`src/rtl/if_stage.sv`:
```
// if_stage: instruction-fetch stage holding the PC, driving imem_addr and loading the IF/ID register.
//   clk, rst_n                   : clock, asynchronous active-low reset
//   PCsrc, flush, stall          : next-PC select (00 +2, 01 branch, 10 jump, 11 hold), squash, hold
//   branch_target, jump_target   : redirect destinations from decode
//   imem_addr / imem_data        : instruction memory address (= PC) and combinational read data
//   if_id_instr, if_id_pcplus2,
//   if_id_valid                  : IF/ID pipeline register
//   halted, fetch_count          : halt freeze flag, saturating count of valid fetches
module if_stage #(
  parameter int ADDR_W = 16,
  parameter int INSTR_W = 16,
  parameter logic [ADDR_W-1:0] RESET_PC = '0,
  parameter logic [INSTR_W-1:0] BUBBLE = 16'hF000
) (
  input  logic               clk,
  input  logic               rst_n,
  input  logic [1:0]         PCsrc,
  input  logic               flush,
  input  logic               stall,
  input  logic [ADDR_W-1:0]  branch_target,
  input  logic [ADDR_W-1:0]  jump_target,
  output logic [ADDR_W-1:0]  imem_addr,
  input  logic [INSTR_W-1:0] imem_data,
  output logic [INSTR_W-1:0] if_id_instr,
  output logic [ADDR_W-1:0]  if_id_pcplus2,
  output logic               if_id_valid,
  output logic               halted,
  output logic [15:0]        fetch_count
);
  logic [ADDR_W-1:0] pc, pc_plus2, pc_sel;
  logic halt_hit;
  assign imem_addr = pc;
  assign pc_plus2 = pc + ADDR_W'(2);
  // targets are forced halfword aligned
  always_comb pc_sel = PCsrc == 2'b00 ? pc_plus2 :
                       PCsrc == 2'b01 ? {branch_target[ADDR_W-1:1], 1'b0} :
                       PCsrc == 2'b10 ? {jump_target[ADDR_W-1:1], 1'b0} : pc;
  // a halt opcode in IF/ID freezes fetch unless decode is squashing it
  assign halt_hit = if_id_valid && if_id_instr[INSTR_W-1 -: 4] == 4'h0 && !flush;
  always_ff @(posedge clk or negedge rst_n) begin
    if (!rst_n) begin
      pc <= RESET_PC;
      if_id_instr <= BUBBLE;
      if_id_pcplus2 <= '0;
      if_id_valid <= 1'b0;
      halted <= 1'b0;
      fetch_count <= '0;
    end else if (halted) begin
      if_id_valid <= 1'b0;
    end else if (halt_hit) begin
      halted <= 1'b1;
      if_id_instr <= BUBBLE;
      if_id_valid <= 1'b0;
    end else if (flush) begin
      pc <= pc_sel;
      if_id_instr <= BUBBLE;
      if_id_pcplus2 <= pc_plus2;
      if_id_valid <= 1'b0;
    end else if (!stall) begin
      pc <= pc_sel;
      if_id_instr <= imem_data;
      if_id_pcplus2 <= pc_plus2;
      if_id_valid <= 1'b1;
      if (fetch_count != 16'hFFFF) fetch_count <= fetch_count + 16'd1;
    end
  end
endmodule

```
`config.mk`:
```
export PLATFORM = sky130hd
export DESIGN_NAME = if_stage
export DESIGN_NICKNAME = d
export VERILOG_FILES = /design/src/rtl/if_stage.sv
export SDC_FILE = /design/constraint.sdc
export NUM_CORES = 1
export LEC_CHECK = 0
export BUFFER_PORTS_ARGS = -buffer_cell sky130_fd_sc_hd__buf_2
export CAP_MARGIN = 10
export CORE_ASPECT_RATIO = 0.75
export CORE_MARGIN = 2
export CORE_UTILIZATION = 50
export DETAILED_ROUTE_END_ITERATION = 7
export PLACE_DENSITY = 0.9
export SLEW_MARGIN = 20
export SYNTH_ARGS = -nofsm -noshare
export SYNTH_HDL_FRONTEND = slang
export SYNTH_SLANG_ARGS = --single-unit
```
`constraint.sdc`:
```
create_clock -name clk -period 2.25 [get_ports clk]
set_clock_uncertainty 0.1 [all_clocks]
set_input_delay 0.3375 -clock clk [delete_from_list [all_inputs] [get_ports clk]]
set_output_delay 0.3375 -clock clk [all_outputs]
set_load 0.03 [all_outputs]
```
Yosys cells after proc, flatten, opt, wreduce, memory -nomap -nowiden
Index checks and enable logic that the tools add are counted.
{"block": "totals", "ram_bits": 0, "mem_bits_ro": 0, "output_inout_bits": 66, "elab_cells": 42, "n_memories": 0, "in_bits": 54, "regBits": 66, "latchBits": 0}
{"block": "op_classes", "n_lt_le_gt_ge": 0, "addsub": 2, "n_bitwise": 4, "eq_ne": 6, "div": 0, "multipliers": 0, "n_mux": 16, "reduce_logical": 8, "shift": 0}
{"operator": "two-way mux 16 bit", "count": 10}
{"operator": "adder 16 x 1 -> 16 bit (second input constant)", "count": 1}
{"operator": "adder 16 x 2 -> 16 bit (second input constant)", "count": 1}
{"operator": "inequality test 16 bit (second input constant)", "count": 1}
{"operator": "two-way mux 1 bit", "count": 6}
{"operator": "AND reduction 5 bit", "count": 1}
{"operator": "logical NOT 4 bit", "count": 1}
{"operator": "inequality test 4 x 2 -> 1 bit (second input constant)", "count": 1}
{"operator": "inverter 1 bit", "count": 4}
{"operator": "inequality test 3 x 2 -> 1 bit (second input constant)", "count": 1}
{"operator": "AND reduction 3 bit", "count": 1}
{"operator": "equality test 2 x 1 -> 1 bit (second input constant)", "count": 1}
{"operator": "equality test 2 bit (second input constant)", "count": 1}
{"operator": "logical AND 1 bit", "count": 2}
{"operator": "logical NOT 2 bit", "count": 1}
{"operator": "inequality test 2 bit (second input constant)", "count": 1}
{"operator": "AND reduction 2 bit", "count": 1}
{"operator": "logical NOT 1 bit", "count": 1}

Logic depth before layout (Yosys ltp)
{"block": "logic_depth", "ltp_word": 6, "depth_mapped": 7, "ltp_nobuf": 5}

Worst setup path after synthesis
Ideal clock, no wire load.
{"block": "synth_timing", "path_type": "register to register", "startpoint": "register fetch_count[0]", "endpoint": "register fetch_count[1]", "synth_period_minus_slack_ps": 2016, "path_buffers": 0, "arrival_ps": 1789, "setup_ps": 128, "stages_incl_launch_ff": 6, "required_ps": 2022, "slack_ps": 234, "cell_sequence": "dfrtp_1 > ha_1 > nand4_1 > nor4_2 > nand2b_1 > mux2_1"}
{"block": "synth_between", "elab_chain_cells": 2, "word_cells_on_any_way": 3, "classes_between": "1 x add/sub; 1 x eq/ne; 1 x reduce/logical"}
{"item": "start: declaration", "line_no": "28", "source": "output logic [15:0] fetch_count"}
{"item": "start signal: assignment", "line_no": "64", "source": "if (fetch_count != 16'hFFFF) fetch_count <= fetch_count + 16'd1;"}
{"item": "branches (longest 2 deep; another with adder 16 x 1 -> 16 bit)"}
Parallel ways; which one is timed is not known.
A chain may end at the register's enable or synchronous reset.

Worst setup path in the final report
{"block": "layout_timing", "startpoint": "register if_id_instr[13]", "endpoint": "register pc[2], in the netlist imem_addr[2]"}
{"block": "layout_between", "elab_chain_cells": 5}
{"item": "start: declaration", "line_no": "24", "source": "output logic [INSTR_W-1:0] if_id_instr,"}
{"item": "start signal: assignment", "line_no": "61", "source": "if_id_instr <= imem_data;"}
{"item": "logical NOT 4 bit", "line_no": "39", "source": "assign halt_hit = if_id_valid && if_id_instr[INSTR_W-1 -: 4] == 4'h0 && !flush;"}
{"item": "logical AND 1 bit (2 in a row)", "line_no": "39"}
{"item": "inverter 1 bit (no source line)"}
{"item": "AND reduction 3 bit (no source line)"}
{"item": "end signal: assignment", "line_no": "55", "source": "pc <= pc_sel;"}
{"item": "end signal: assignment", "line_no": "60", "source": "pc <= pc_sel;"}
{"item": "end: declaration", "line_no": "30", "source": "logic [ADDR_W-1:0] pc, pc_plus2, pc_sel;"}
Every way passes these cells.

==> metrics <==
outcome=finished, final reports clean; DP Area=between 0.004 and 0.005 sq mm; leakage=between 2 and 2.5 nW; maximum fanout along the worst path=9; Worst-path clk slew=around 0.070 ns; total grt overflow=0; clock share of power=0.237; met2 Use GR=0.371; relative slew slack=0.587; largest net degree at the start of global routing=28; layout cell share with drive strength beyond 1=0.369; CP Data Required Time=2.36 ns; slew at the pin with the worst max-slew slack=0.620 ns; CP Class=reg2reg; Core Area=just under 0.007 sq mm; synth unique cells=61; Cells after Synth=330; met3 GRT Util=0.0468; initial antenna violation count=0; Final GP Congestion=between 0.8 and 0.9; DRT Pass-1 Iters=5; Initial Utilization=0.513; Hold WC Path Type=in2reg; sw frac=0.390; Primary FF master, synth=dfrtp_1; CTS tree=done; Rows=26; CTS Root Buffer Type=clkbuf_8; arrival time worst endpoint=2.18 ns; Combinational Power Share=0.327; wire length of the first global-routing pass=between 10000 and 15000 microns; number of synthesized flops with an enable pin=0; H-Tree Depth=3; Die Wd=~100 microns; VDD IR-drop max=0.000559 V; # resized after CTS=0; fillers=roughly 570; Routed Wire Length=8530 microns; final hold slack=around 0.14 ns; pwr dens=832 mW/mm^2; Avg Vias per Cell=roughly 5.7; Flop pwr share=0.436; global route hottest layer=met2; fin nets=505; initial DRC count=around 180; Port Buf Inserts=approximately 120; final hold violations=0; setup repair after global routing missed its margin=no; Critical Path Source Type=register; Max Cap Viol=0; vias in the first global route=2909; Post-Syn Area per Cell=around 10 sq um; post-synthesis cell area=0.00345 sq mm; Net Sw Power=1.40 mW; Syn. warnings=0; Final TNS setup=0 ns; Vias=3057; Die ar.=~0.0076 sq mm; met1 Resource Use GR=0.335; crit path capture type=register; Die H=76.0 microns; CTS Buffer Depth=2; ANT cells=0; crit share post-route=0.919; I/O pin cnt=120; Placement Setup Slack=0.186 ns; Placed Cells=approximately 520; DP Wirelength=between 6000 and 7000 microns; Overall Global Routing Usage=0.236; Slew Limit Fails=0; Routed Antenna Nets=0; post-layout minimum cycle time=2.07 ns; design area=0.00432 sq mm; CTS Buf Count=9; Non-Filler Instances=~540; setup ws final=roughly 0.18 ns; Clock Sinks=64; Area Growth Syn to Fin=25.0%; clk_lat worst skew=about 0.33 ns; synthesis-stage register bit count=64; DRC Markers=0; Pint=approximately 2.2 mW; sequential area share after synthesis=0.465; wire length per cell=about 16 microns; # setup viols final=0; ys async rst share=1.00; f_max=slightly below 500 MHz
==> final timing paths <==
kind / startpoint / endpoint / slack [ns] / cells after the start
min in group asynchronous: rst_n / fetch_count[10]$_DFFE_PN0P_ / 0.47 / 2
worst max register to register: if_id_instr[13]$_DFFE_PN1P_ / imem_addr[2]$_DFFE_PN0P_ / 0.18 / 4
worst max-delay path: if_id_instr[13]$_DFFE_PN1P_ / imem_addr[2]$_DFFE_PN0P_ / 0.18 / 4
max in group asynchronous: rst_n / if_id_instr[4]$_DFFE_PN0P_ / 0.97 / 3
worst min register to register: if_id_pcplus2[15]$_DFFE_PN0P_ / if_id_pcplus2[15]$_DFFE_PN0P_ / 0.38 / 2
worst min-delay path: imem_data[2] / if_id_instr[2]$_DFFE_PN0P_ / 0.14 / 2
==> flip-flops by register name, summed over array words and instances (netlist names) <==
| register | cells |
|---|---|
| halted | 1 |
| if_id_valid | 1 |
| if_id_pcplus2 | 15 |
| imem_addr | 15 |
| if_id_instr | 16 |
| fetch_count | 16 |
==> cells by family (layout without fill, tap and decap cells) <==
| logic type | after synthesis | after routing | share of synthesized area |
|---|---|---|---|
| buffers and inverters | 30 | 151 | 0.0406 |
| AO/OA/AOI/OAI | 92 | 92 | 0.199 |
| flip-flops | 64 | 64 | 0.465 |
| multiplexers | 9 | 9 | 0.0308 |
| XOR/XNOR | 25 | 25 | 0.0634 |
| other | 1 | 2 | 0.00109 |
| AND/OR/NAND/NOR | 107 | 107 | 0.193 |
| adder cells (fa/ha/maj) | 2 | 2 | 0.00725 |
==> per-stage QoR <==
| stage | utilization | power, mW |
|---|---|---|
| 6_report | 0.641 | 3.59 |
| 5_1_grt | 0.641 | 3.81 |
| 4_1_cts | 0.641 | 3.63 |
| 3_5_place_dp | 0.614 | 2.76 |
| 3_3_place_gp | 0.614 | 2.72 |
| 2_1_floorplan | - | 2.36 |
==> cell usage in the layout (no fill, tap or decap), drive strengths merged, types with 3 or more instances in the layout <==
master   count
a21oi        9
a21o         7
o2bb2ai      4
o22a         4
clkinv       3
and3         4
nand4        6
a222oi       3
mux2         7
nor3        11
inv         10
nor2        18
nand3        9
nor2b        3
o21ai       19
nor4         9
clkbuf      11
xor2        11
o211ai      10
dfrtp       60
xnor2       14
nand2b       4
nand2       32
buf        126
a31oi        5
dfstp        4
a22o        22
==> worst max-delay path, stage by stage (launching register included) <==
cell and delay (ns):
dfstp_2 0.56, nor3_1 0.10, a311o_1 0.50, a21oi_4 0.36, mux2_4 0.33
==> layer usage <==
| layer | part of all wire | vias up |
|---|---|---|
| li1 | - | 1452 |
| met1 | 0.45 | 1473 |
| met2 | 0.48 | 127 |
| met3 | 0.064 | 5 |
| met4 | 0.0062 | 0 |
| met5 | 0 | - |
==> what timing repair did <==
action / CTS / global route
endpoints found under the hold margin: 19 / 0
buffers inserted: 0 / 0
hold buffers: 1 / 0
==> area by class of cell <==
| cell class | count | area (sq um) | area share |
|---|---|---|---|
| well taps | 84 | 105 | 0.0243 |
| clock buffers | 11 | 151 | 0.0351 |
| repair buffers | 127 | 681 | 0.158 |
| flip-flops and latches | 64 | 1610 | 0.372 |
| clock inverters | 3 | 18.8 | 0.00435 |
| multi-input cells | 237 | 1720 | 0.398 |
| inverters | 10 | 37.5 | 0.00870 |
==> synth_stat cells (3+ instances only) <==
library cell / n / area [sq um]
mux2_1: 3 / 33.8
a21o_1: 7 / 52.6
nor2_1: 18 / 67.6
xnor2_1: 14 / 123
nor4_4: 4 / 85.1
a222oi_1: 3 / 30.0
a22o_1: 22 / 193
o211ai_1: 9 / 67.6
xor2_1: 11 / 96.3
dfrtp_1: 60 / 1500
nand2_1: 32 / 120
o21ai_1: 8 / 40.0
o21ai_0: 10 / 50.1
o22a_1: 4 / 35.0
and3_1: 4 / 25.0
o2bb2ai_1: 4 / 35.0
inv_1: 10 / 37.5
buf_2: 10 / 50.1
a21oi_1: 8 / 40.0
clkbuf_1: 6 / 22.5
nand4_1: 4 / 25.0
nor3_1: 6 / 30.0
nor3_2: 4 / 40.0
nor4_1: 3 / 18.8
nand3_1: 9 / 45.0
nand2b_1: 4 / 25.0
a31oi_1: 5 / 31.3
dfstp_2: 4 / 105
==> power groups by stage <==
stage | combinational, mW | clock, mW | sequential (mW)
final | 1.17 | 0.850 | 1.57
after global routing | 1.27 | 0.939 | 1.60
after CTS | 1.18 | 0.884 | 1.56
after detailed placement | 1.18 | 0 | 1.58
after global placement | 1.15 | 0 | 1.57
after floorplan | 0.449 | 0 | 1.91
Power figures use the tool's default switching activity.
